$ cat src/rtl/reaction_counter.sv
// Reaction-game timing datapath: randomized countdown to "go", then a BCD
// millisecond reaction counter with a saturating count of 1000 ms rollovers.
module reaction_counter #(
  parameter int unsigned TICK_DIV     = 50000,
  parameter int unsigned DELAY_MIN_MS = 1000,
  parameter bit          LFSR_EN      = 1'b1
) (
  input  logic       clock,
  input  logic       reset,
  input  logic [1:0] enable,
  output logic       flag,
  output logic       go_led,
  output logic [3:0] one,
  output logic [3:0] ten,
  output logic [3:0] hun,
  output logic [9:0] overflow
);

  localparam int unsigned PS_W  = $clog2(TICK_DIV);
  localparam int unsigned DLY_W = $clog2(DELAY_MIN_MS + 1024);

  typedef enum logic [1:0] {
    PH_IDLE  = 2'b00,
    PH_COUNT = 2'b01,
    PH_REACT = 2'b10,
    PH_SEG7  = 2'b11
  } phase_t;

  phase_t              phase;
  phase_t              enable_q;
  logic [PS_W-1:0]     prescaler;
  logic [DLY_W-1:0]    delay;
  logic [9:0]          lfsr;
  logic                entry;
  logic                tick;
  logic                saturated;

  always_comb begin
    phase     = phase_t'(enable);
    entry     = (phase != enable_q);
    tick      = (prescaler == PS_W'(TICK_DIV - 1));
    saturated = (overflow == 10'd1023) && (hun == 4'd9) &&
                (ten == 4'd9) && (one == 4'd9);
  end

  always_ff @(posedge clock) begin
    if (reset) begin
      enable_q  <= PH_IDLE;
      flag      <= 1'b0;
      go_led    <= 1'b0;
      one       <= '0;
      ten       <= '0;
      hun       <= '0;
      overflow  <= '0;
      prescaler <= '0;
      delay     <= '0;
      lfsr      <= 10'h2A5;
    end else begin
      enable_q <= phase;
      go_led   <= (phase == PH_REACT);
      // x^10 + x^7 + 1; the all-zero state is unreachable from the seed
      lfsr     <= {lfsr[8:0], lfsr[9] ^ lfsr[6]};

      case (phase)
        PH_COUNT: begin
          if (entry) begin
            prescaler <= '0;
            delay     <= DLY_W'(DELAY_MIN_MS) + (LFSR_EN ? DLY_W'(lfsr) : '0);
            flag      <= 1'b0;
          end else begin
            prescaler <= tick ? '0 : prescaler + PS_W'(1);
            if (tick && (delay != '0)) begin
              delay <= delay - DLY_W'(1);
              if (delay == DLY_W'(1))
                flag <= 1'b1;
            end
          end
        end

        PH_REACT: begin
          flag <= 1'b0;
          if (entry) begin
            prescaler <= '0;
            one       <= '0;
            ten       <= '0;
            hun       <= '0;
            overflow  <= '0;
          end else begin
            prescaler <= tick ? '0 : prescaler + PS_W'(1);
            if (tick && !saturated) begin
              if (one != 4'd9) begin
                one <= one + 4'd1;
              end else begin
                one <= '0;
                if (ten != 4'd9) begin
                  ten <= ten + 4'd1;
                end else begin
                  ten <= '0;
                  if (hun != 4'd9) begin
                    hun <= hun + 4'd1;
                  end else begin
                    hun      <= '0;
                    overflow <= overflow + 10'd1;
                  end
                end
              end
            end
          end
        end

        default: begin
          flag      <= 1'b0;
          prescaler <= '0;
        end
      endcase
    end
  end

endmodule

$ cat config.mk
export PLATFORM = sky130hd
export DESIGN_NAME = reaction_counter
export DESIGN_NICKNAME = d
export VERILOG_FILES = /design/src/rtl/reaction_counter.sv
export SDC_FILE = /design/constraint.sdc
export NUM_CORES = 1
export LEC_CHECK = 0
export CAP_MARGIN = 30
export CELL_PAD_IN_SITES_DETAIL_PLACEMENT = 1
export CELL_PAD_IN_SITES_GLOBAL_PLACEMENT = 2
export CORE_MARGIN = 3
export CORE_UTILIZATION = 38
export CTS_BUF_LIST = sky130_fd_sc_hd__clkbuf_4 sky130_fd_sc_hd__clkbuf_8 sky130_fd_sc_hd__clkbuf_16
export DETAILED_ROUTE_END_ITERATION = 10
export PLACE_DENSITY_LB_ADDON = 0.1
export SKIP_CTS_REPAIR_TIMING = 1
export SYNTH_ARGS = -nofsm -noshare
export SYNTH_HDL_FRONTEND = slang
export SYNTH_SLANG_ARGS = --single-unit
$ cat constraint.sdc
create_clock -name clock -period 5.11 [get_ports clock]
set_input_delay 1.022 -clock clock [delete_from_list [all_inputs] [get_ports clock]]
set_output_delay 1.022 -clock clock [all_outputs]
set_load 0.02 [all_outputs]
==> results.tsv, run 1 <==
metric	value	unit
fraction of layout cells with a size suffix above 1	0.08197	
number of routed nets with antenna violations	0	
max cap viols	0	
Tmin final	3.166	ns
R2R setup slack	2.61	ns
Crit-path slowest cell	ha_1	
global-route wire length before repair	16.07	mm
DR WL/cell	17.70	microns
CP arrival	3.43	ns
Post-Syn Instances	399	
port bufs	27	
Crit path max-delay family	compound AO/OA/AOI/OAI gates	
Yosys top cell by area	dfxtp_1	
RSZ-0062 raised after global routing	no	
num ports	28	
asr flop ratio synth	0	
Slew headroom	0.4158	
worst slew pin tran	0.8741	ns
CP Capture Type	flip-flop	
Yosys warning count	0	
CTS tree	built	
Max Fclk	0.3159	GHz
number of DRC markers in iteration 0	84	
n_diodes	0	
Nets	440	
Yosys top cell area share	0.3743	
total CTS buffers	9	
CP cell instances	clkdlybuf4s50_1 > inv_1 > ha_1 > o21ai_0 > nor2_1 > a221oi_1 > a311oi_1	
Fin Setup TNS	0	ns
CP max FO	22	
Slew Limit Fails	0	
Hold WC Path Type	flip-flop to flip-flop	
Synth cell types	61	
static leakage	1.311	nW
Die X	100.2	microns
Sequential Area	1261	sq um
total chip power	0.001027	W
initial antenna violation count	0	
Post-synth top cells	63 x dfxtp_1, 46 x nor2_1, 38 x nand2_1	
largest net degree at the start of global routing	42	
die height	100.2	microns
Max stage delay on crit path	0.67	ns
top-count cell post-synth	dfxtp_1	
Synth Register Bits	63	
CTS Buffer Depth	2	
RePlAce Congestion	0.8230	
post-detail-place hpwl	6.675	mm
Mean Syn Cell Area	8.445	sq um
worst setup margin	1.944	ns
ys flop type	dfxtp_1	
status	complete, no violations	
DRC Markers	0	
count of final setup violators	0	
P&R area growth vs syn	15.22	%
syn nets	417	
Die ar.	10030	sq um
Syn Std Cell Area	3369	sq um
Reg clk slew, reported paths	0.08	ns
Seq/Total Area, Yosys	0.3743	
Total GRT Usage	0.2002	
DR vias/cell	5.735	
final hold vios	0	
Buf/Inv on CP	2	
# H-tree levels	3	
gr ovfl total	0	
# rows	33	
area of the multi-input gates	1988	sq um
part of the cycle the worst path needs	0.6195	
Via Count	3051	
fillers	1014	
Fin Clk Skew	0.008763	ns
initial core utilization	0.4000	
CP startpoint kind	input port	
EDFF count, synth	0	
Skew-Pair Late Insertion Delay	0.35	ns
critical path class	input port to flip-flop	
clock sinks	63	
PwrDens	264.5	nW/um^2
Place WS	1.562	ns
WL final	9.417	mm
IR drop worst, VDD	111.9	uV
CP required	5.38	ns
vias in the first global route	3067	
clk root buf	clkbuf_8	
CORE AREA	8423	sq um
iteration count of the initial detailed-routing pass	4	
Synth area leaders	dfxtp_1 37%, ha_1 5.2%, nor2_1 5.1%, nand2_1 4.2%, xnor2_1 3.4%	
[flip-flops by register name, indices dropped and copies added, names as in the netlist]
| register | count |
|---|---|
| prescaler | 16 |
| lfsr | 10 |
| flag | 1 |
| go_led | 1 |
| overflow | 10 |
| delay | 11 |
| one | 4 |
| ten | 4 |
| enable_q | 2 |
| hun | 4 |
[worst reg2reg max path: cells and delay by family (launching register included)]
family	cells	cell delay [ns]
flip-flops	1	0.41
AND/OR/NAND/NOR	3	1.15
adder cells (fa/ha/maj)	1	0.25
AO/OA/AOI/OAI	2	0.62
[metrics by stage]
stage / hold slack (ns) / std cells / cell area [sq um] / util
floorplan: 0.4130 / 399 / 3369 / -
global placement: 0.4241 / 516 / 3719 / 0.4415
detailed placement: 0.4315 / 516 / 3719 / 0.4415
CTS: 0.4500 / 532 / 3882 / 0.4609
global route: 0.4648 / 532 / 3882 / 0.4609
finish: 0.4444 / 532 / 3882 / 0.4609
[path summary, 6_finish.rpt]
check	startpoint	end	cells past startpoint
worst max-delay path	enable[1]	delay[5]$_SDFFE_PP0P_	7
worst min-delay path	prescaler[0]$_SDFF_PP0_	prescaler[0]$_SDFF_PP0_	1
worst max register to register	overflow[0]$_SDFFE_PP0P_	one[2]$_SDFFE_PP0P_	6
worst min register to register	prescaler[0]$_SDFF_PP0_	prescaler[0]$_SDFF_PP0_	1
[logic make-up after synthesis]
kind of cell,after synthesis,synth area share
simple gates,194,0.3190
compound gates,69,0.1448
flops,63,0.3743
buf+inv,31,0.03565
xor+xnor,25,0.06498
fa+ha+maj,14,0.05199
mux,3,0.009283
[final cells by class]
| cell class | count | area share |
|---|---|---|
| Clock buffer | 9 | 0.03190 |
| Clock inverter | 7 | 0.01031 |
| Inverter | 14 | 0.01354 |
| Multi-Input combinational cell | 305 | 0.5121 |
| Sequential cell | 63 | 0.3248 |
| Tap cell | 105 | 0.03384 |
| Timing Repair Buffer | 29 | 0.07348 |
[power breakdown]
group | switching, W | leakage [nW] | total, W | internal [W]
registers | 0.0000169 | 0.513 | 0.000523 | 0.000506
clock network | 0.000206 | 0.0846 | 0.000377 | 0.000171
logic | 0.0000798 | 0.713 | 0.000127 | 0.0000474
total | 0.000303 | 1.31 | 0.00103 | 0.000724
[placed cells by master (no fill, tap or decap), drive strengths merged, types with 4 or more instances in the layout]
cell           Yosys  routed
a21oi             15      15
a31oi              7       7
and3               4       4
and4               6       6
clkbuf            13       9
clkdlybuf4s50      0      27
clkinv             1       6
dfxtp             63      63
ha                14      14
inv               13      13
nand2             38      38
nand3             18      18
nand3b             4       4
nand4             11      11
nor2              46      46
nor2b             10      10
nor3              12      12
nor4              12      12
o21ai             11      11
o311ai             4       4
or2                5       5
or3                9       9
or4                5       5
xnor2             13      13
xor2              12      12
[per-layer routing]
metal  up-vias  GRT usage  routed length (microns)
met5         -          0                        0
met3        14    0.03127                      242
met4         0    0.07150                      151
met1      1494     0.3029                     4895
met2        38     0.2854                     4128
li1       1505          -                        -
No activity file was read; power rests on OpenSTA's default activity.
==> run 2: changes to the inputs <==
CORE_UTILIZATION = 32   (was 38)
clock period = 2.9 ns   (was 5.11 ns; I/O delays follow)
==> results.tsv, run 2 (synthesized netlist as in run 1, its figures left out) <==
metric	value	unit
Tmin final	2.542	ns
WL final	9.814	mm
die height	108.6	microns
WHS Path Cells	1	
CTS tree	built	
Skew-Pair Late Insertion Delay	0.35	ns
CP arrival	2.82	ns
critical path class	flip-flop to flip-flop	
gr ovfl total	0	
Nets	454	
num ports	28	
port bufs	27	
RePlAce Congestion	0.7718	
max cap viols	0	
IR drop worst, VDD	256.5	uV
initial core utilization	0.3370	
total CTS buffers	9	
Via Count	3162	
Fin Setup TNS	0	ns
RSZ-0062 raised after global routing	no	
static leakage	1.403	nW
iteration count of the initial detailed-routing pass	4	
CTS Buffer Depth	2	
count of final setup violators	0	
Fin Clk Skew	0.007272	ns
CORE AREA	10000	sq um
part of the cycle the worst path needs	0.8767	
placed cell count	558	
most frequent cells in the layout	63 x dfxtp_1, 46 x nor2_1, 38 x nand2_1	
top flop regs	prescaler: 16 flops, delay: 11 flops	
clock sinks	63	
largest net degree at the start of global routing	20	
CP startpoint kind	flip-flop	
worst flop-to-flop path startpoint	overflow[0]$_SDFFE_PP0P_	
DR WL/cell	17.10	microns
commonest non-fill, non-tap cell in the layout	dfxtp_1	
# H-tree levels	3	
worst slew pin tran	0.6857	ns
PwrDens	483.2	nW/um^2
Max stage delay on crit path	0.65	ns
vias in the first global route	3197	
fraction of layout cells with a size suffix above 1	0.1111	
clk root buf	clkbuf_8	
CP max FO	9	
Slew Limit Fails	0	
# rows	36	
Final Util	0.4057	
Crit-path slowest cell	or4_1	
Cell Count, Final, Fillers Out	574	
Hold WC Path Type	flip-flop to flip-flop	
crit-path most repeated cell	nand3_1	
fillers	1205	
post-detail-place hpwl	7.083	mm
global-route wire length before repair	16.70	mm
Die X	108.6	microns
Top reg by flops	prescaler	
Slew headroom	0.5412	
worst hold endpoint	prescaler[0]$_SDFF_PP0_	
number of DRC markers in iteration 0	157	
max reg flops	16	
Reg clk slew, reported paths	0.08	ns
final hold vios	0	
initial antenna violation count	0	
n_diodes	0	
CP required	3.18	ns
DRC Markers	0	
number of routed nets with antenna violations	0	
R2R Path End	one[1]$_SDFFE_PP0P_	
DR vias/cell	5.509	
Max Fclk	0.3933	GHz
Reg2Reg Depth	6	
P&R area growth vs syn	20.39	%
R2R setup slack	0.36	ns
status	complete, no violations	
CP cell instances	ha_1 > nand3_1 > or4_1 > o2111ai_2 > nand3_1 > a21oi_1	
Total GRT Usage	0.1794	
hold_sp	prescaler[0]$_SDFF_PP0_	
Die ar.	11800	sq um
CP Capture Type	flip-flop	
[run 2: cell types whose count changed in the layout (fill, tap and decap cells not counted), sizes merged]
cell,previous run,this run
buf,2,16
clkinv,6,4
clkinvlp,2,0
bufinv,0,1
clkbuf,9,12
[run 2: routing by layer]
layer / routed length, microns / GRT usage
met1: 4939 / 0.2615
met2: 4376 / 0.2635
met3: 399 / 0.04440
met4: 98 / 0.04689
met5: 0 / 0
[run 2: per-stage QoR]
step | worst slack [ns] | hold WS [ns] | power [W] | instance area, sq um
2_1_floorplan | 0.6079 | 0.4130 | 0.001092 | 3369
3_3_place_gp | 0.2817 | 0.4236 | 0.001179 | 3859
3_5_place_dp | 0.1981 | 0.4408 | 0.001182 | 3859
4_1_cts | 0.3402 | 0.4510 | 0.001988 | 4056
5_1_grt | 0.1287 | 0.4720 | 0.002065 | 4056
6_report | 0.3576 | 0.4444 | 0.001960 | 4056
[run 2: final cells by class]
| class | instances | area (sq um) | area share |
|---|---|---|---|
| clock buffer | 12 | 152.6 | 0.03763 |
| timing repair buffer | 43 | 390.4 | 0.09624 |
| multi-input combinational | 305 | 1988 | 0.4901 |
| sequential | 63 | 1261 | 0.3109 |
| tap | 133 | 166.4 | 0.04102 |
| clock inverter | 4 | 45.04 | 0.01110 |
| inverter | 14 | 52.55 | 0.01295 |
[run 2: power by group]
part | internal [W] | switching, W | leakage [nW]
Clock | 0.000436 | 0.000360 | 0.107
Sequential | 0.000891 | 0.0000291 | 0.513
Combinational | 0.0000957 | 0.000149 | 0.783
Total | 0.00142 | 0.000537 | 1.40
[run 2: how the worst max path moves through the flow]
stage,startpoint,cells past startpoint,end,slack [ns]
after global placement,enable[0],6,overflow[4]$_SDFFE_PP0P_,0.28
after floorplan,enable[0],7,overflow[4]$_SDFFE_PP0P_,0.61
final,overflow[0]$_SDFFE_PP0P_,6,one[1]$_SDFFE_PP0P_,0.36
after global routing,overflow[0]$_SDFFE_PP0P_,6,one[3]$_SDFFE_PP0P_,0.13
after CTS,overflow[0]$_SDFFE_PP0P_,6,one[1]$_SDFFE_PP0P_,0.34
after detailed placement,enable[0],6,overflow[4]$_SDFFE_PP0P_,0.20
[run 2: worst max-delay path, delay by kind of cell (launching register included)]
kind,cells,cell delay [ns]
AND/OR/NAND/NOR,3,1.17
AO/OA/AOI/OAI,2,0.64
adder cells (fa/ha/maj),1,0.24
flip-flops,1,0.42
==> run 3: changes to the inputs <==
CELL_PAD_IN_SITES_GLOBAL_PLACEMENT = 1   (was 2)
CORE_UTILIZATION = 40   (was 32)
==> results.tsv, run 3 (synthesized netlist as in run 1, its figures left out) <==
metric	value	unit
Top reg by flops	prescaler	
Die ar.	9561	sq um
Sw Pwr	0.0005279	W
DR WL/cell	17.60	microns
Fin Setup TNS	0	ns
Hold WC Path Type	flip-flop to flip-flop	
fraction of layout cells with a size suffix above 1	0.1009	
worst flop-to-flop path startpoint	overflow[0]$_SDFFE_PP0P_	
# H-tree levels	3	
Max stage delay on crit path	0.68	ns
initial core utilization	0.4229	
Total GRT Usage	0.2016	
Reg2Reg Depth	6	
max cap viols	0	
global-route wire length before repair	15.86	mm
CP required	3.17	ns
R2R Path End	one[1]$_SDFFE_PP0P_	
Skew-Pair Late Insertion Delay	0.34	ns
CTS tree	built	
P&R area growth vs syn	18.12	%
Fin Clk Skew	0.009552	ns
RSZ-0062 raised after global routing	no	
DR vias/cell	5.764	
total chip power	0.001928	W
top flop regs	prescaler: 16 flops, delay: 11 flops	
worst slew pin tran	0.6576	ns
Switching Share	0.2739	
DRC Markers	0	
PwrDens	484.3	nW/um^2
Slew headroom	0.5599	
iteration count of the initial detailed-routing pass	4	
vias in the first global route	3081	
total CTS buffers	9	
CP startpoint kind	flip-flop	
number of DRC markers in iteration 0	122	
P_int	0.001400	W
IR drop worst, VDD	220.3	uV
sequential group share of total power	0.477	
post-detail-place hpwl	6.776	mm
critical path class	flip-flop to flip-flop	
Nets	449	
gr ovfl total	0	
WL final	9.469	mm
WHS Path Cells	1	
Crit-path slowest cell	or4_1	
most frequent cells in the layout	63 x dfxtp_1, 46 x nor2_1, 38 x nand2_1	
status	complete, no violations	
R2R setup slack	0.34	ns
static leakage	1.367	nW
CP Capture Type	flip-flop	
commonest non-fill, non-tap cell in the layout	dfxtp_1	
initial antenna violation count	0	
CTS Buffer Depth	2	
Clk pwr share	0.399	
part of the cycle the worst path needs	0.8835	
Max Fclk	0.3903	GHz
port bufs	27	
worst hold endpoint	prescaler[0]$_SDFF_PP0_	
num ports	28	
Slew Limit Fails	0	
RePlAce Congestion	0.8010	
CP arrival	2.83	ns
max reg flops	16	
final hold vios	0	
Via Count	3101	
Reg clk slew, reported paths	0.07	ns
Tmin final	2.562	ns
CP cell instances	ha_1 > nand3_1 > or4_1 > o2111ai_2 > nand3_1 > a21oi_1	
hold_sp	prescaler[0]$_SDFF_PP0_	
Logic pwr share	0.123	
die height	97.78	microns
clk root buf	clkbuf_8	
n_diodes	0	
CORE AREA	7968	sq um
largest net degree at the start of global routing	35	
CP max FO	9	
# rows	32	
clock sinks	63	
crit-path most repeated cell	nand3_1	
count of final setup violators	0	
number of routed nets with antenna violations	0	
Die X	97.78	microns
run 3: cell count changes in the layout (fill, tap and decap cells not counted):
cell        previous run  this run
clkinv_4               0         1
clkbuf_8              10         9
clkinv_2               3         1
buf_4                 16        11
clkinvlp_4             0         2
run 3: worst max path at each step:
stage / slack [ns] / end / startpoint / depth (start not counted)
2_1_floorplan: 0.61 / overflow[4]$_SDFFE_PP0P_ / enable[0] / 7
3_3_place_gp: 0.25 / overflow[4]$_SDFFE_PP0P_ / enable[0] / 6
3_5_place_dp: 0.14 / overflow[4]$_SDFFE_PP0P_ / enable[0] / 6
4_1_cts: 0.42 / one[0]$_SDFFE_PP0P_ / overflow[0]$_SDFFE_PP0P_ / 6
5_1_grt: 0.16 / one[2]$_SDFFE_PP0P_ / overflow[0]$_SDFFE_PP0P_ / 6
6_report: 0.34 / one[1]$_SDFFE_PP0P_ / overflow[0]$_SDFFE_PP0P_ / 6
run 3: layout make-up:
type	count	area (sq um)
fill	987	3988
inverter	14	52.55
clock inverter	5	58.81
sequential	63	1261
tap	102	127.6
multi-input combinational	305	1988
timing repair buffer	38	352.8
clock buffer	11	138.9
run 3: power by group through the flow:
stage,clock network [W],logic [W],registers (W)
floorplan,0,0.000157,0.000935
global placement,0,0.000230,0.000938
detailed placement,0,0.000234,0.000940
CTS,0.000798,0.000236,0.000920
global route,0.000830,0.000261,0.000925
finish,0.000769,0.000238,0.000920
run 3: metrics by stage:
stage	worst slack (ns)	instance area [sq um]	hold WS, ns	instances	utilization
3_5_place_dp	0.1399	3782	0.4297	522	0.4747
2_1_floorplan	0.6079	3369	0.4130	399	-
4_1_cts	0.4168	3980	0.4477	538	0.4995
3_3_place_gp	0.2472	3782	0.4212	522	0.4747
6_report	0.3377	3980	0.4420	538	0.4995
5_1_grt	0.1618	3980	0.4777	538	0.4995
run 3: metal layers:
metal,part of all wire,track usage
met1,0.51,0.2907
met2,0.45,0.3089
met3,0.038,0.05357
met4,0.0040,0.03195
met5,0,0
run 3: critical path: cells and delay by family, from the launching register on:
kind                       cells  cell delay (ns)
DFF                            1             0.43
and+or+nand+nor                3             1.20
AOI/OAI and AO/OA              2             0.61
adders and majority gates      1             0.24
==> RTL change 1 (flow settings as in run 2) <==
Remove the register `go_led`: a continuous assignment takes its place, so the output `go_led` follows one clock earlier.
--- a/src/rtl/reaction_counter.sv
+++ b/src/rtl/reaction_counter.sv
@@ -47,7 +47,6 @@
     if (reset) begin
       enable_q  <= PH_IDLE;
       flag      <= 1'b0;
-      go_led    <= 1'b0;
       one       <= '0;
       ten       <= '0;
       hun       <= '0;
@@ -57,7 +56,6 @@
       lfsr      <= 10'h2A5;
     end else begin
       enable_q <= phase;
-      go_led   <= (phase == PH_REACT);
       // x^10 + x^7 + 1; the all-zero state is unreachable from the seed
       lfsr     <= {lfsr[8:0], lfsr[9] ^ lfsr[6]};
 
@@ -116,5 +114,7 @@
     end
   end
 
+  assign go_led = (phase == PH_REACT);
+
 endmodule
 
Function: changed (Yosys sat finds a counterexample within 4 cycles, from zero or initial values and one cycle with reset high).
==> RTL change 1 against run 2 <==
- sequential cell count fell by 1
- worst hold slack improved by 0.011 ns
- non-clock buffer count fell by 4
- wire length fell by 1.5%
- worst setup slack got worse by 0.071 ns
- count of clock-buffer cells in the layout did not move
- final area rose by 0.37%
- global-route usage fell by 0.093 points
- total power fell by 1.8%
- area after synthesis rose by 0.85%
- first-iteration DRC count fell by 10%
- cell count did not move
- die area rose by 0.80%
- critical path type is now in2out
- largest cell class unchanged
==> RTL change 1: results (changes against run 2) <==
Route
  – Top layer reached by signal wires: met4
  – Routed wl met3: 262 um (-34%)
  – Final WL: 9670 um (-1.5%)
  – Via count: 3121 (-1.3%)
  – M1 WL: 4930 um (-0.14%)
  – Routed wl met2: 4330 um (-1.1%)
  – Drt first-iter violations: 141 (-10%)

Finish
  – Top flop regs: prescaler (16), delay (11)
  – Fillers: 1225 (+1.7%)
  – Share of cells above drive strength 1: 9.98% (-1.1 points)

Global route
  – Vias in the first global route: 3231 (+1.1%)
  – Initial antenna violation count: 0 (unchanged)
  – First-pass GRT wire length: 16700 um (+0.21%)
  – All-layer global routing usage: 17.8% (-0.093 points)
  – Overflow after GRT: 0 (unchanged)
  – Pin count of the biggest net entering global routing: 26 (+30%)

Critical path
  – Slowest stage delay, CP: 0.64 ns
  – Slowest-stage cell, CP: clkdlybuf4s50_1
  – WP data arrival: 2.03 ns (-0.79 ns)
  – Crit Path Max Fanout: 4 (-5)
  – Family with the most delay on the worst path: buffers and inverters
  – Worst r2r src: prescaler[0]
  – RR Endpoint: overflow[8]

Timing
  – WHS: 0.455 ns (+0.0107 ns)
  – Clock Skew: 0.00983 ns (+0.00256 ns)
  – Relative slew slack: 48.9% (-5.2 points)

Logic synthesis
  – Syn Nets: 422 (+1.2%)
  – Total number of yosys warnings: 0 (unchanged)
  – Commonest cells post-synth: dfxtp_1, nor2_1, nand2_1
  – Synth area leaders: dfxtp_1, ha_1, nor2_1, nand3_1, xnor2_1
  – Seq/Total Area, Yosys: 36.5% (-0.91 points)
  – Netlist cell types: 57 (-6.6%)

Pwr
  – VDD IR max: 250 uV (-2.4%)
  – Leakage: 1.40 nW (+0.15%)

Placed design
  – Place WS: 0.196 ns (-0.00242 ns)
  – GP Congestion: 0.811 (+5.0%)
  – DP Wirelength: 7020 um (-0.90%)

Worst hold path
  – Hold_sp: lfsr[0]
  – Hold endpoint: lfsr[1]
  – Hold-critical path depth: 2 (+1)
  – Min-delay worst type: reg2reg

Clock network
  – CTS Root Cell: clkbuf_8
  – Clock-pin transition on the worst setup and hold timing paths: 0.07 ns
  – CTS Buffer Depth: 2 (unchanged)

Run status
  – Outcome: finished, final reports clean
==> RTL change 1: worst min-delay path, stage by stage, from the launching register on <==
cell	delay [ns]
dfxtp_1	0.30
inv_1	0.07
nor2_1	0.05
==> RTL change 1: how the worst max path moves through the flow <==
stage	startpoint	endpoint	slack (ns)	cells past startpoint
after global routing	overflow[0]	one[3]	0.17	6
after detailed placement	enable[0]	overflow[3]	0.20	7
final	enable[0]	go_led	0.29	4
after floorplan	ten[0]	overflow[8]	0.70	7
after global placement	enable[0]	overflow[3]	0.25	7
after CTS	enable[0]	go_led	0.25	4
==> RTL change 1: final cells by class <==
class / count / area share [%]
Clock inverter: 4 / 1.11
Timing Repair Buffer: 39 / 9.16
Sequential cell: 62 / 30.5
Tap cell: 133 / 4.09
Clock buffer: 12 / 3.90
Inverter: 18 / 1.66
Multi-Input combinational cell: 306 / 49.6
==> RTL change 1: metrics by stage <==
step	instances	util, %	area, um^2	total power, mW
after floorplan	404	-	3400	1.07
after global placement	558	38.5	3870	1.15
after detailed placement	558	38.5	3870	1.15
after CTS	574	40.5	4070	1.96
after global routing	574	40.5	4070	2.03
final	574	40.5	4070	1.93
==> RTL change 1: cell families (layout without fill, tap and decap cells) <==
| logic type | Yosys count | in the layout | synth area share [%] |
|---|---|---|---|
| buffers and inverters | 36 | 73 | 4.05 |
| DFF | 62 | 62 | 36.5 |
| AOI/OAI and AO/OA | 80 | 80 | 16.0 |
| and+or+nand+nor | 185 | 185 | 31.1 |
| xor gates and xnor gates | 22 | 22 | 5.67 |
| muxes | 5 | 5 | 1.51 |
| adders and majority gates | 14 | 14 | 5.15 |
==> RTL change 1: metal layers <==
metal,track usage (%),vias to the layer above
li1,-,1545
met1,24.5,1517
met2,27.7,48
met3,4.44,11
met4,5.05,0
met5,0,-
==> RTL change 1: report_power, final <==
part           total, mW  internal [mW]  switching [mW]
sequential         0.902          0.876          0.0258
clock              0.793          0.449           0.344
combinational      0.229         0.0865           0.143
==> RTL change 2 (settings of run 2) <==
Without the edit above. Change the parameter `TICK_DIV` from 50000 to 25000.
--- a/src/rtl/reaction_counter.sv
+++ b/src/rtl/reaction_counter.sv
@@ -1,7 +1,7 @@
 // Reaction-game timing datapath: randomized countdown to "go", then a BCD
 // millisecond reaction counter with a saturating count of 1000 ms rollovers.
 module reaction_counter #(
-  parameter int unsigned TICK_DIV     = 50000,
+  parameter int unsigned TICK_DIV     = 25000,
   parameter int unsigned DELAY_MIN_MS = 1000,
   parameter bit          LFSR_EN      = 1'b1
 ) (
Behaviour: no difference found for any inputs over 10 cycles, from zero or initial values and one cycle with reset high; that may be too few to reach the edited logic, so the function may still have changed.
==> RTL change 2 against run 2 <==
- worst setup slack improved by 0.12 ns
- largest power group unchanged
- final area increased by 2.1%
- first-iteration DRC count is 11% higher
- area after synthesis increased by 1.6%
- wire length grew 2.8%
- largest cell class unchanged
- sequential cell count decreased by 1
- clock skew grew 0.0038 ns
- critical endpoint is now hun[1]
- sequential share of layout area is 1.1 points lower
- synthesized cell count grew 5.5%
- die area up 1.5%
- count of clock-buffer cells in the layout down 1
- critical path type unchanged
- via count is 3.0% higher
- critical path depth did not move
- total power is 3.6% higher
==> RTL change 2: results (changes against run 2) <==
Run status
  – Outcome: finished, final reports clean

Global route
  – Vias in the first global route: 3352 (+4.8%)
  – First-pass GRT wire length: 17200 um (+3.2%)
  – All-layer global routing usage: 18.2% (+0.28 points)
  – Pin count of the biggest net entering global routing: 18 (-10%)

Logic synthesis
  – Commonest cells post-synth: dfxtp_1, nand2_1, nor2_1
  – Mean Syn Cell Area: 8.13 um^2 (-3.7%)
  – Syn Nets: 439 (+5.3%)
  – Seq/Total Area, Yosys: 36.2% (-1.2 points)
  – Synth area leaders: dfxtp_1, ha_1, nand2_1, nor2_1, nand3_1
  – Netlist cell types: 54 (-11%)

Route
  – Drt first-iter violations: 174 (+11%)
  – Final WL: 10100 um (+2.8%)
  – Via count: 3257 (+3.0%)

Placed design
  – DP Area: 3920 um^2 (+1.6%)
  – GP Congestion: 0.781 (+1.1%)
  – DP Wirelength: 7380 um (+4.1%)

Critical path
  – Slowest stage delay, CP: 0.54 ns (-0.11 ns)
  – Slowest-stage cell, CP: and4_1
  – WP data arrival: 2.70 ns (-0.12 ns)

Finish
  – Share of cells above drive strength 1: 9.59% (-1.5 points)
  – Post-layout nets: 473 (+4.2%)
  – Top flop regs: prescaler (15), delay (11)

Clock network
  – CTS Root Cell: clkbuf_8
  – Worst-Skew Late Latency: 0.35 ns (about the same)

Timing
  – Clock Skew: 0.0111 ns (+0.00384 ns)
  – Relative slew slack: 40.2% (-14 points)

Pwr
  – Leakage: 1.43 nW (+2.2%)
==> RTL change 2: cell families after synthesis <==
kind of cell	after synthesis	synth area share [%]
simple gates	192	30.2
compound gates	90	17.8
flops	62	36.2
buf+inv	39	4.35
xor+xnor	21	5.37
fa+ha+maj	14	5.12
mux	3	0.877
==> RTL change 2: through the flow <==
step           cells  setup slack, ns  utilization, %  hold WS, ns
5_1_grt          595            0.336            39.9        0.487
6_report         595            0.480            39.9        0.469
4_1_cts          595            0.460            39.9        0.474
3_3_place_gp     579            0.115            37.8        0.435
3_5_place_dp     580            0.230            37.8        0.454
2_1_floorplan    421            0.707               -        0.417
==> RTL change 2: final timing paths <==
path | start | to | depth (start not counted)
worst max-delay path | prescaler[0] | hun[1] | 6
worst min-delay path | lfsr[1] | lfsr[2] | 1
worst max register to register | prescaler[0] | hun[1] | 6
worst min register to register | lfsr[1] | lfsr[2] | 1
==> RTL change 2: cell type report <==
class / count / area [um^2]
sequential: 62 / 1240
multi-input combinational: 320 / 2030
clock inverter: 4 / 70.1
inverter: 15 / 56.3
fill: 1264 / 6230
timing repair buffer: 47 / 417
tap: 136 / 170
clock buffer: 11 / 151
==> RTL change 2: power breakdown <==
group	internal (mW)	leakage, nW	switching, mW	total, mW
Combinational	0.0999	0.813	0.152	0.252
Sequential	0.878	0.505	0.0271	0.905
Clock	0.523	0.115	0.350	0.873
==> RTL change 2: per-layer routing <==
layer,part of all wire [%],global-route usage [%],vias up
met5,0,0,-
met4,1.5,4.81,0
met3,2.1,3.35,13
met2,50,30.7,40
met1,47,23.9,1591
li1,-,-,1613
